==> src/rtl/fb_bram_arbiter.sv <==
// Single-port frame-buffer BRAM arbiter: display reader vs. pixel writer.
// Reader has priority in active video, writer in vsync, with a bounded-starvation forced write grant.
module fb_bram_arbiter #(
    parameter int HSIZE      = 640,
    parameter int VSIZE      = 480,
    parameter int AW         = 19,
    parameter int DW         = 16,
    parameter int STARVE_MAX = 8
) (
    input  logic          CLK,
    input  logic          RESET,
    input  logic          Vsync,
    input  logic          rd_req,
    input  logic [AW-1:0] rd_addr,
    output logic          rd_ack,
    output logic          rd_valid,
    output logic [DW-1:0] rd_data,
    input  logic          wr_req,
    input  logic [AW-1:0] wr_addr,
    input  logic [DW-1:0] wr_data,
    output logic          wr_ack,
    output logic          bram_en,
    output logic          bram_we,
    output logic [AW-1:0] bram_addr,
    output logic [DW-1:0] bram_din,
    input  logic [DW-1:0] bram_dout,
    output logic [15:0]   rd_stall_cnt,
    output logic          wr_oob
);

    localparam logic [AW-1:0] PIX_LIMIT = AW'(HSIZE * VSIZE);
    localparam logic [7:0]    WAIT_MAX  = 8'(STARVE_MAX);

    typedef enum logic [1:0] {
        MODE_NORMAL,
        MODE_BLANK,
        MODE_FORCE
    } mode_t;

    mode_t       mode, mode_nxt;
    logic [7:0]  wait_cnt, wait_nxt;
    logic        vsync_d;
    logic        rd_pipe;
    logic        rd_grant, wr_grant;
    logic        wr_in_range;

    always_ff @(posedge CLK or posedge RESET) begin
        if (RESET) mode <= MODE_NORMAL;
        else       mode <= mode_nxt;
    end

    // NOTE: every signal assigned in this block gets a default first, so no path leaves it unassigned and no latch is inferred.
    always_comb begin
        rd_grant = 1'b0;
        wr_grant = 1'b0;
        wait_nxt = 8'd0;
        mode_nxt = Vsync ? MODE_NORMAL : MODE_BLANK;

        // Vsync as sampled on this edge already selects the priority for this grant.
        if (mode == MODE_FORCE && wr_req) begin
            wr_grant = 1'b1;
        end else if (Vsync) begin
            if (rd_req)      rd_grant = 1'b1;
            else if (wr_req) wr_grant = 1'b1;
        end else begin
            if (wr_req)      wr_grant = 1'b1;
            else if (rd_req) rd_grant = 1'b1;
        end

        if (wr_req && !wr_grant)
            wait_nxt = (wait_cnt >= WAIT_MAX) ? WAIT_MAX : wait_cnt + 8'd1;

        if (wait_nxt == WAIT_MAX)
            mode_nxt = MODE_FORCE;
    end

    assign wr_in_range = (wr_addr < PIX_LIMIT);

    // NOTE: all state below uses non-blocking assignments so every register samples pre-edge values, independent of statement order.
    always_ff @(posedge CLK or posedge RESET) begin
        if (RESET) begin
            wait_cnt  <= 8'd0;
            rd_ack    <= 1'b0;
            wr_ack    <= 1'b0;
            bram_en   <= 1'b0;
            bram_we   <= 1'b0;
            bram_addr <= '0;
            bram_din  <= '0;
            wr_oob    <= 1'b0;
        end else begin
            wait_cnt <= wait_nxt;
            rd_ack   <= rd_grant;
            wr_ack   <= wr_grant;
            bram_en  <= 1'b0;
            bram_we  <= 1'b0;
            if (wr_grant) begin
                if (wr_in_range) begin
                    bram_en   <= 1'b1;
                    bram_we   <= 1'b1;
                    bram_addr <= wr_addr;
                    bram_din  <= wr_data;
                end else begin
                    wr_oob <= 1'b1;
                end
            end else if (rd_grant) begin
                bram_en   <= 1'b1;
                bram_addr <= rd_addr;
            end
        end
    end

    // Read return path: BRAM samples the command one edge after the ack, data is captured one edge later.
    always_ff @(posedge CLK or posedge RESET) begin
        if (RESET) begin
            rd_pipe  <= 1'b0;
            rd_valid <= 1'b0;
            rd_data  <= '0;
        end else begin
            rd_pipe  <= rd_ack;
            rd_valid <= rd_pipe;
            if (rd_pipe)
                rd_data <= bram_dout;
        end
    end

    // Stall counter restarts at the start of each vertical sync pulse.
    always_ff @(posedge CLK or posedge RESET) begin
        if (RESET) begin
            vsync_d      <= 1'b1;
            rd_stall_cnt <= 16'd0;
        end else begin
            vsync_d <= Vsync;
            if (vsync_d && !Vsync)
                rd_stall_cnt <= 16'd0;
            else if (rd_req && !rd_grant && rd_stall_cnt != 16'hFFFF)
                rd_stall_cnt <= rd_stall_cnt + 16'd1;
        end
    end

endmodule

==> config.mk <==
export PLATFORM = sky130hd
export DESIGN_NAME = fb_bram_arbiter
export DESIGN_NICKNAME = d
export VERILOG_FILES = /design/src/rtl/fb_bram_arbiter.sv
export SDC_FILE = /design/constraint.sdc
export NUM_CORES = 1
export LEC_CHECK = 0
export CORE_MARGIN = 2
export CORE_UTILIZATION = 30
export DETAILED_ROUTE_END_ITERATION = 8
export HOLD_SLACK_MARGIN = 0.02
export MAX_ROUTING_LAYER = met4
export PLACE_DENSITY = 0.61
export SYNTH_ARGS = -nofsm -noshare
export SYNTH_HDL_FRONTEND = slang
export SYNTH_SLANG_ARGS = --single-unit
==> constraint.sdc <==
create_clock -name CLK -period 7.7 [get_ports CLK]
set_input_delay 0.77 -clock CLK [delete_from_list [all_inputs] [get_ports CLK]]
set_output_delay 0.77 -clock CLK [all_outputs]
set_load 0.05 [all_outputs]
# [Word-level counts from Yosys, hierarchy flattened]
# Cells that the tools add are included.
[op_classes] magnitude_cmp=2 reduce_logical=13 eq_ne=4 n_bitwise=1 n_mux=21 n_addsub=2
[ops] op="$mux 19" count=3
[ops] op="$mux 16" count=2
[ops] op="$lt 19x19->1 const B" count=1
[ops] op="$add 16x1->16 const B" count=1
[ops] op="$mux 8" count=2
[ops] op="$ne 16x16->1 const B" count=1
[ops] op="$mux 1" count=13
[ops] op="$add 8x1->8 const B" count=1
[ops] op="$eq 8x4->1 const B" count=1
[ops] op="$ge 8x4->1 const B" count=1
[ops] op="$reduce_and 2->1" count=3
[ops] op="$logic_and 1x1->1" count=5
[ops] op="$reduce_bool 2->1" count=2
[ops] op="$logic_not 1->1" count=3
[ops] op="$eq 2x2->1 const B" count=1
[ops] op="$mux 2" count=1
[ops] op="$ne 2x1->1 const B" count=1
[ops] op="$not 1->1" count=1
[totals] elab_cells=57 register_bits=85 out_inout_bits=73

# [Logic depth before layout (Yosys ltp)]
# Gate-level depths: netlist of run 1.
[depth] word_depth=9 mapped_depth=6 depth_no_buf=5

# [Worst setup path after synthesis of run 1]
# Ideal clock, no wire load.
[synth_path] path_kind="input-to-reg" start="in rd_req" end="reg bram_addr[4]" path_buffers=1 arrival_ns=1.962 setup_time_ns=0.128 path_slack_ns=5.610 path_stages=5 cell_sequence="inv_1 > o31ai_4 > buf_2 > mux2_2 > mux2_1"
[synth_between] elab_chain_len=6 elab_cells_between_ends=11 classes_between="1 x eq/ne; 8 x mux; 2 x reduce/logical"
[synth_rtl] element="start, declared" line="13" rtl="input logic rd_req,"
[synth_rtl] element="$mux 1" line="63, 67"
[synth_rtl] element="$mux 1" line="66" rtl="if (wr_req) wr_grant = 1'b1;"
[synth_rtl] element="$mux 1" line="62" rtl="end else if (Vsync) begin"
[synth_rtl] element="$mux 1" line="60" rtl="if (mode == MODE_FORCE && wr_req) begin"
[synth_rtl] element="$reduce_bool 2->1 (no source line)"
[synth_rtl] element="$reduce_and 2->1 (no source line)"
[synth_rtl] element="end signal, assigned" line="100" rtl="bram_addr <= wr_addr;"
[synth_rtl] element="end signal, assigned" line="107" rtl="bram_addr <= rd_addr;"
[synth_rtl] element="end, declared" line="24" rtl="output logic [AW-1:0] bram_addr,"
# Several ways; a longest one is shown, not always the timed one.
# A chain may end at the register's enable or synchronous reset.

# [Final worst setup path of run 1]
[layout_path] start="in Vsync" end="reg bram_addr[4]"
[layout_between] elab_chain_len=4 elab_cells_between_ends=8 classes_between="1 x eq/ne; 5 x mux; 2 x reduce/logical"
[layout_rtl] element="start, declared" line="12" rtl="input logic Vsync,"
[layout_rtl] element="$mux 1" line="62"
[layout_rtl] element="$mux 1" line="60"
[layout_rtl] element="$ne 2x1->1 (no source line) or $reduce_bool 2->1 (tied branches)"
[layout_rtl] element="$reduce_and 2->1 (no source line)"
# Several ways; a longest one is shown, not always the timed one.

==> results of run 1 <==
-- cells by family (layout without fill, tap and decap cells) --
| kind of cell | Yosys count | in the layout | share of synthesized area, % |
|---|---|---|---|
| mux | 69 | 69 | 20.5 |
| xor+xnor | 1 | 1 | 0.232 |
| simple gates | 62 | 62 | 9.23 |
| other cells | 1 | 4 | 0.0992 |
| buf+inv | 19 | 173 | 2.71 |
| flops | 85 | 85 | 56.3 |
| fa+ha+maj | 3 | 3 | 0.993 |
| compound gates | 50 | 50 | 9.93 |
-- registers in the layout, summed over array words and instances, names as in the netlist, 2 cells and up --
| signal | cells |
|---|---|
| bram_addr | 19 |
| mode | 2 |
| rd_data | 16 |
| wait_cnt | 8 |
| rd_stall_cnt | 16 |
| bram_din | 16 |
-- power breakdown --
part	leakage (nW)	internal [mW]	switching [mW]	total (mW)
sequential	1.04	0.496	0.0251	0.521
combinational	1.14	0.153	0.238	0.390
clock	0.138	0.261	0.162	0.423
-- final timing paths --
| kind | startpoint | to | slack (ns) | cells past startpoint |
|---|---|---|---|---|
| setup reg to reg | mode[1] | bram_addr[4] | 5.30 | 4 |
| max in group asynchronous | RESET | rd_data[8] | 5.82 | 3 |
| setup / recovery | Vsync | bram_addr[4] | 4.70 | 5 |
| min in group asynchronous | RESET | rd_data[11] | 0.84 | 2 |
| hold / removal | rd_ack | rd_pipe | 0.38 | 0 |
| hold reg to reg | rd_ack | rd_pipe | 0.38 | 0 |
-- metrics by stage --
stage               total power [mW]  worst slack, ns  instance area, um^2  hold WS [ns]
detailed placement             0.925             4.30                 5420         0.376
finish                          1.34             4.70                 5710         0.385
global route                    1.40             4.55                 5710         0.406
CTS                             1.36             4.67                 5710         0.390
global placement               0.920             4.37                 5420         0.376
floorplan                      0.769             4.74                 3790         0.352
-- cells in the final DEF (no fill, tap or decap), drive strengths merged, types with 3 or more instances in the layout --
master / n
nand4: 3
nor2: 11
a21oi: 13
or4: 6
mux2: 68
o31ai: 6
and3: 5
nand2: 13
clkdlybuf4s50: 147
nor3: 3
inv: 8
ha: 3
and2: 3
conb: 4
dfrtp: 84
a31oi: 5
clkbuf: 15
or3: 3
and4: 4
o21ai: 9
a41o: 4
nand3: 5
-- critical path, stage by stage --
cell	delay, ns
clkdlybuf4s50_1	0.59
inv_2	0.13
o31ai_4	1.01
mux2_2	0.42
mux2_1	0.29
-- metal layers --
metal | routed length [um] | GRT usage (%)
met5 | 0 | -
met2 | 4420 | 23.3
met4 | 149 | 6.03
met1 | 4190 | 18.5
met3 | 641 | 3.22
-- cell type report --
cell class / count / area [um^2] / area share [%]
Sequential cell: 85 / 2130 / 37.3
Inverter: 9 / 35.0 / 0.614
Multi-Input combinational cell: 189 / 1560 / 27.4
Clock inverter: 1 / 30.0 / 0.526
Timing Repair Buffer: 148 / 1480 / 25.9
Tap cell: 172 / 215 / 3.77
Clock buffer: 15 / 258 / 4.52
==> metrics.txt, run 1 <==
pin count of the biggest net entering global routing=50; DRC=0; critical path data arrival time=approximately 3.2 ns; Final Hold Fails=0; power per cell area=about 230 nW/um^2; Post-Synthesis Cells=290; Port-buffer cells=~150; DR iter-0 viols=120; P_leak=2.32 nW; Chip Height=between 100 and 150 um; netlist area before placement=approximately 3800 um^2; clock sink total=85; count leader, synth=dfrtp_1; ys async rst share=between 90% and 100%; Layout Utilization=approximately 46%; min Tclk post-route=about 3 ns; clk root buf=clkbuf_16; Post-CTS Setup Bufs=0; initial core utilization=a little under a third; FP Rows=41; Crit path required time=approximately 7.9 ns; Startpoint Class=input port; RSZ-0062 raised after global routing=false; GRT Resource Usage Total=about 15%; Synth area leaders=dfrtp_1, mux2_1, mux2_2, a21oi_1, nand2_1; yosys warns=0; # diodes=0; Final Slew Violations=0; FMAX=333 MHz; number of hold buffers added after cts=0; average routed wire per standard cell=roughly 15 um; placed insts=~600; Post-Route WL=approximately 9400 um; worst vdd ir=0.000104 V; final worst-path cycle share=between 30 and 40%; fraction of layout cells with a size suffix above 1=about an eighth; Hold Crit Class=reg2reg; share of the synthesized area in the top cell type=a little under three fifths; #FFs+latches synth=85; I/O pin count=148; ys flop type=dfrtp_1; layout net count=520; clock latency on the worst-skew pair=~0.33 ns; synth unique cells=50; GR Overflow Total=0; kind of critical path=in2reg; synthesized area per cell=between 10 and 15 um^2; Die Span X=approximately 120 um; Num CTS Buffers=9; crit path max fanout=20; Via density=4.71; DIE AREA=13,500 um^2; vias in the first global route=roughly 3,000; Reg clk slew, reported paths=around 0.06 ns; Post-synth top cells=dfrtp_1, mux2_1, mux2_2; Finished Layout Cells=a little over 600; Final ANT Viol Nets=0; max_slew headroom=between 10% and 20%; hpwl dp=about 7000 um; first-pass iteration count of the detailed router=4; Slew @ Worst Pin=about 1.2 ns; cell taking the most area after synthesis=dfrtp_1; max cap viols=0; status=completed; final setup violation count=0; Final Skew=0.00564 ns; Post-synth EDFFs=0; H-Tree Depth=3; initial antenna violation count=0; setup tns final=0 ns; Crit. End Element=flip-flop; CTS tree=done; CTS Buffer Depth=2; sequential area share after synthesis=56.3%; via count=2,917; cts repair resizes=0; fillers=between 1,000 and 1,500; first-pass GRT wire length=~15,000 um; area grow syn2layout=50.9%; GPL Wtd Cong=0.775; core area=around 12,000 um^2
(Power assumes the default switching activity.)
==> inputs of run 2 (changes only) <==
==> constraint.sdc (replaced) <==
create_clock -name CLK -period 2.9 [get_ports CLK]
set_input_delay 0.29 -clock CLK [delete_from_list [all_inputs] [get_ports CLK]]
set_output_delay 0.29 -clock CLK [all_outputs]
set_load 0.05 [all_outputs]
==> run 2 against run 1 <==
Compared with the run above:
- cell count unchanged
- worst setup slack worse by 3.9 ns
- global-route usage fell by 0.33 points
==> metrics.txt, run 2 (synthesis results as in run 1) <==
status=completed; Largest Register=bram_addr; core area=12,500 um^2 (unchanged); Num CTS Buffers=9 (unchanged); final setup violation count=0 (unchanged); Final Hold Fails=0 (unchanged); Setup crit start=wr_req; hpwl dp=6920 um (about the same); via count=2,926 (+0.31%); area grow syn2layout=51.0% (about the same); clk root buf=clkbuf_16; max reg flops=19 (unchanged); GRT Resource Usage Total=14.4% (-0.33 points); CTS Buffer Depth=2 (unchanged); Crit. End Element=flip-flop; clock sink total=85 (unchanged); Hold Crit Class=in2async; CTS tree=done; setup tns final=0 ns (unchanged); Final Slew Violations=0 (unchanged); GPL Wtd Cong=0.756 (-2.5%); Via density=4.73 (+0.31%); Post-CTS Setup Bufs=0 (unchanged); P_leak=2.33 nW (+0.20%); pin count of the biggest net entering global routing=52 (+4.0%); clock latency on the worst-skew pair=0.34 ns (about the same); Final ANT Viol Nets=0 (unchanged); WHS=0.342 ns (-0.0424 ns); worst vdd ir=0.000262 V (+150%); layout net count=523 (+0.58%); Final Skew=0.00533 ns (-0.000312 ns); number of hold buffers added after cts=0 (unchanged); Port-buffer cells=147 (unchanged); DR iter-0 viols=84 (-30%); average routed wire per standard cell=15.3 um (+0.48%); crit path capture=bram_addr[16]; min Tclk post-route=2.13 ns; RSZ-0062 raised after global routing=false; Startpoint Class=input port; crit path max fanout=19 (-5.0%); FP Rows=41 (unchanged); final worst-path cycle share=roughly 74%; I/O pin count=148 (unchanged); power per cell area=606 nW/um^2 (+160%); Chip Height=116 um (unchanged); Reg clk slew, reported paths=0.06 ns (about the same); Layout Utilization=45.8% (about the same); fillers=1,177 (+0.60%); max cap viols=0 (unchanged); FMAX=between 400 and 500 MHz; kind of critical path=in2reg; critical path data arrival time=2.35 ns (-0.87 ns); Die Span X=116 um (unchanged); R2R Path End=bram_din[7]; commonest non-fill, non-tap cell in the layout=clkdlybuf4s50_1; fraction of layout cells with a size suffix above 1=13.0% (+0.89 points); cts repair resizes=0 (unchanged); Post-Route WL=9440 um (+0.48%); vias in the first global route=2,822 (-5.8%); Slew @ Worst Pin=1.03 ns (-0.211 ns); max_slew headroom=31.6% (+14 points); first-pass iteration count of the detailed router=4 (unchanged); commonest non-fill, non-tap cells in the layout=clkdlybuf4s50_1, dfrtp_1, mux2_1, mux2_2, nand2_1; DRC=0 (unchanged); initial antenna violation count=0 (unchanged); Reg2Reg Depth=5 (+1); r2r setup slk=0.92 ns (-4.38 ns); DIE AREA=13,500 um^2 (unchanged); first-pass GRT wire length=14,500 um (-2.4%); H-Tree Depth=3 (unchanged); Crit path required time=3.12 ns (-4.80 ns); post-layout instance area=5710 um^2 (about the same); initial core utilization=30.3% (unchanged); Worst R2R Start=mode[0]; # diodes=0 (unchanged); GR Overflow Total=0 (unchanged); placed inst area=5450 um^2 (+0.65%)
run 2: critical path, cell delays in order:
cell and delay, ns:
clkdlybuf4s50_1 0.58, a21boi_1 0.25, o21ai_2 0.81, mux2_2 0.42
run 2: where the power goes:
group | switching [mW] | leakage (nW) | internal [mW]
combinational | 0.635 | 1.16 | 0.410
clock | 0.446 | 0.123 | 0.588
sequential | 0.0651 | 1.04 | 1.32
run 2: layout make-up:
cell class / count / area (um^2) / share of cell area (%)
clock buffers: 11 / 243 / 4.25
clock inverters: 2 / 12.5 / 0.219
inverters: 9 / 35.0 / 0.614
multi-input cells: 189 / 1560 / 27.4
flip-flops and latches: 85 / 2130 / 37.3
well taps: 172 / 215 / 3.77
repair buffers: 151 / 1510 / 26.5
run 2: worst min path at each step:
stage | from | end | slack, ns | cells after the start
floorplan | Vsync | vsync_d | 0.29 | 0
finish | RESET | rd_data[9] | 0.34 | 2
global route | RESET | rd_data[9] | 0.40 | 2
CTS | RESET | rd_data[9] | 0.37 | 2
detailed placement | rd_ack | rd_pipe | 0.37 | 0
global placement | rd_ack | rd_pipe | 0.37 | 0
run 2: metal layers:
layer / vias up / track usage (%) / part of all wire (%)
met4: 0 / 5.71 / 1.4
met2: 114 / 22.5 / 47
met1: 1433 / 18.5 / 45
met5: - / - / 0
li1: 1370 / - / -
met3: 9 / 2.96 / 6.8
run 2: stage by stage:
step           instances  setup WS (ns)  power (mW)
2_1_floorplan        293          0.418        2.04
3_3_place_gp         606          0.432        2.45
3_5_place_dp         606          0.390        2.46
4_1_cts              619          0.756        3.51
5_1_grt              619          0.620        3.62
6_report             619          0.767        3.46
==> inputs of run 3 (changes only) <==
==> constraint.sdc (replaced) <==
create_clock -name CLK -period 2.2 [get_ports CLK]
set_input_delay 0.22 -clock CLK [delete_from_list [all_inputs] [get_ports CLK]]
set_output_delay 0.22 -clock CLK [all_outputs]
set_load 0.05 [all_outputs]
==> run 3 against run 2 <==
Compared with the run above:
- non-clock buffer count rose by 8
- wire length rose by 3.5%
- register-to-register slack got worse by 0.63 ns
- highest routed layer unchanged
==> metrics.txt, run 3 (synthesis results as in run 1) <==
number of hold buffers added after cts=0 (unchanged); WHS=0.278 ns (-0.0649 ns); placed inst area=5550 um^2 (+1.8%); Reg clk slew, reported paths=0.06 ns (about the same); final worst-path cycle share=~87%; Post-CTS Setup Bufs=0 (unchanged); DRC=0 (unchanged); Final Hold Fails=0 (unchanged); min Tclk post-route=1.92 ns; Slew @ Worst Pin=0.708 ns (-0.318 ns); I/O pin count=148 (unchanged); worst vdd ir=0.000433 V (+65%); setup tns final=0 ns (unchanged); commonest non-fill, non-tap cells in the layout=clkdlybuf4s50_1, dfrtp_1, mux2_1, mux2_2, nand2_1; first-pass GRT wire length=14,900 um (+3.0%); DIE AREA=13,500 um^2 (unchanged); area grow syn2layout=53.9%; final setup violation count=0 (unchanged); P_sw=1.56 mW (+36%); Final Skew=0.00839 ns (+0.00306 ns); clock sink total=85 (unchanged); clk root buf=clkbuf_16; max reg flops=19 (unchanged); CTS tree=done; switch share=33.8% (+0.65 points); # diodes=0 (unchanged); Final ANT Viol Nets=0 (unchanged); status=completed; FMAX=between 500 and 600 MHz; Crit. End Element=output pin; average routed wire per standard cell=15.5 um (+1.7%); H-Tree Depth=3 (unchanged); Chip Height=116 um (unchanged); Largest Register=bram_addr; Comb pwr share=30.4% (+0.2 points); vias in the first global route=2,888 (+2.3%); FP Rows=41 (unchanged); kind of critical path=reg2out; Startpoint Class=flip-flop; core area=12,500 um^2 (unchanged); uppermost layer routed=met4; hpwl dp=7180 um (+3.8%); GR Overflow Total=0 (unchanged); CTS Buffer Depth=2 (unchanged); P_leak=2.39 nW (+2.7%); CP max stage delay=0.87 ns (+0.06 ns); initial antenna violation count=0 (unchanged); power per cell area=793 nW/um^2 (+31%); Top Family by Delay on Critical Path=buffers and inverters; critical path data arrival time=1.70 ns (-0.65 ns); max cap viols=0 (unchanged); Hold Crit Class=in2async; internal power=3.06 mW (+32%); layout net count=531 (+1.5%); via count=3,006 (+2.7%); post-layout instance area=5820 um^2 (+2.0%); Via density=4.77 (+0.94%); GRT Resource Usage Total=14.9% (+0.45 points); CP max-delay cell=clkdlybuf4s50_1; fraction of layout cells with a size suffix above 1=15.1% (+2.1 points); DR WL met2=4260 um (-4.4%); Port-buffer cells=147 (unchanged); clock share of power=30.0% (about the same); commonest non-fill, non-tap cell in the layout=clkdlybuf4s50_1; Final Slew Violations=0 (unchanged); crit-path cells=clkdlybuf4s50_1; first-pass iteration count of the detailed router=4 (unchanged); wl on met1=4530 um (+7.7%); Die Span X=116 um (unchanged); WL met3=839 um (+31%); GPL Wtd Cong=0.795 (+5.1%); Post-Route WL=9770 um (+3.5%); DR iter-0 viols=100 (+19%); WP buf/inv=1 (unchanged); Num CTS Buffers=9 (unchanged); clock latency on the worst-skew pair=0.34 ns (about the same); max_slew headroom=52.8% (+21 points); initial core utilization=30.3% (unchanged); cts repair resizes=0 (unchanged); Crit path required time=1.98 ns (-1.14 ns); Power Total=4.62 mW (+33%); pin count of the biggest net entering global routing=33 (-37%); crit path max fanout=9 (-10); sequential power share=39.6% (-0.3 points); RSZ-0062 raised after global routing=false
run 3: cell type report:
class,instances,area [um^2]
sequential,85,2130
fill,1150,6650
timing repair buffer,159,1610
clock buffer,10,229
multi-input combinational,189,1560
inverter,9,37.5
tap,172,215
clock inverter,6,37.5
run 3: stage by stage:
step | utilization [%] | cells | setup WS [ns]
global route | 46.7 | 630 | 0.172
floorplan | - | 293 | 0.146
CTS | 46.7 | 630 | 0.244
finish | 46.7 | 630 | 0.281
global placement | 44.6 | 614 | 0.0837
detailed placement | 44.6 | 614 | 0.00576
run 3: routing by layer:
layer | global-route usage (%) | vias to the layer above
li1 | - | 1395
met1 | 19.2 | 1473
met2 | 22.5 | 127
met3 | 4.00 | 11
met4 | 5.48 | 0
met5 | - | -
run 3: path summary, 6_finish.rpt:
kind	startpoint	to	slack, ns	cells after the start
max	rd_stall_cnt[12]	rd_stall_cnt[12]	0.28	1
min reg2reg	rd_ack	rd_pipe	0.39	0
max reg2reg	mode[0]	bram_din[12]	0.29	5
min	RESET	bram_din[12]	0.28	2
min in group CLK	rd_ack	rd_pipe	0.39	0
max in group asynchronous	RESET	vsync_d	1.36	3
run 3: power by group through the flow:
stage                     clock [mW]  sequential, mW  combinational, mW
after global placement             0            1.85               1.41
final                           1.39            1.83               1.40
after CTS                       1.44            1.83               1.42
after global routing            1.51            1.85               1.47
after detailed placement           0            1.86               1.42
after floorplan                    0            2.43              0.261
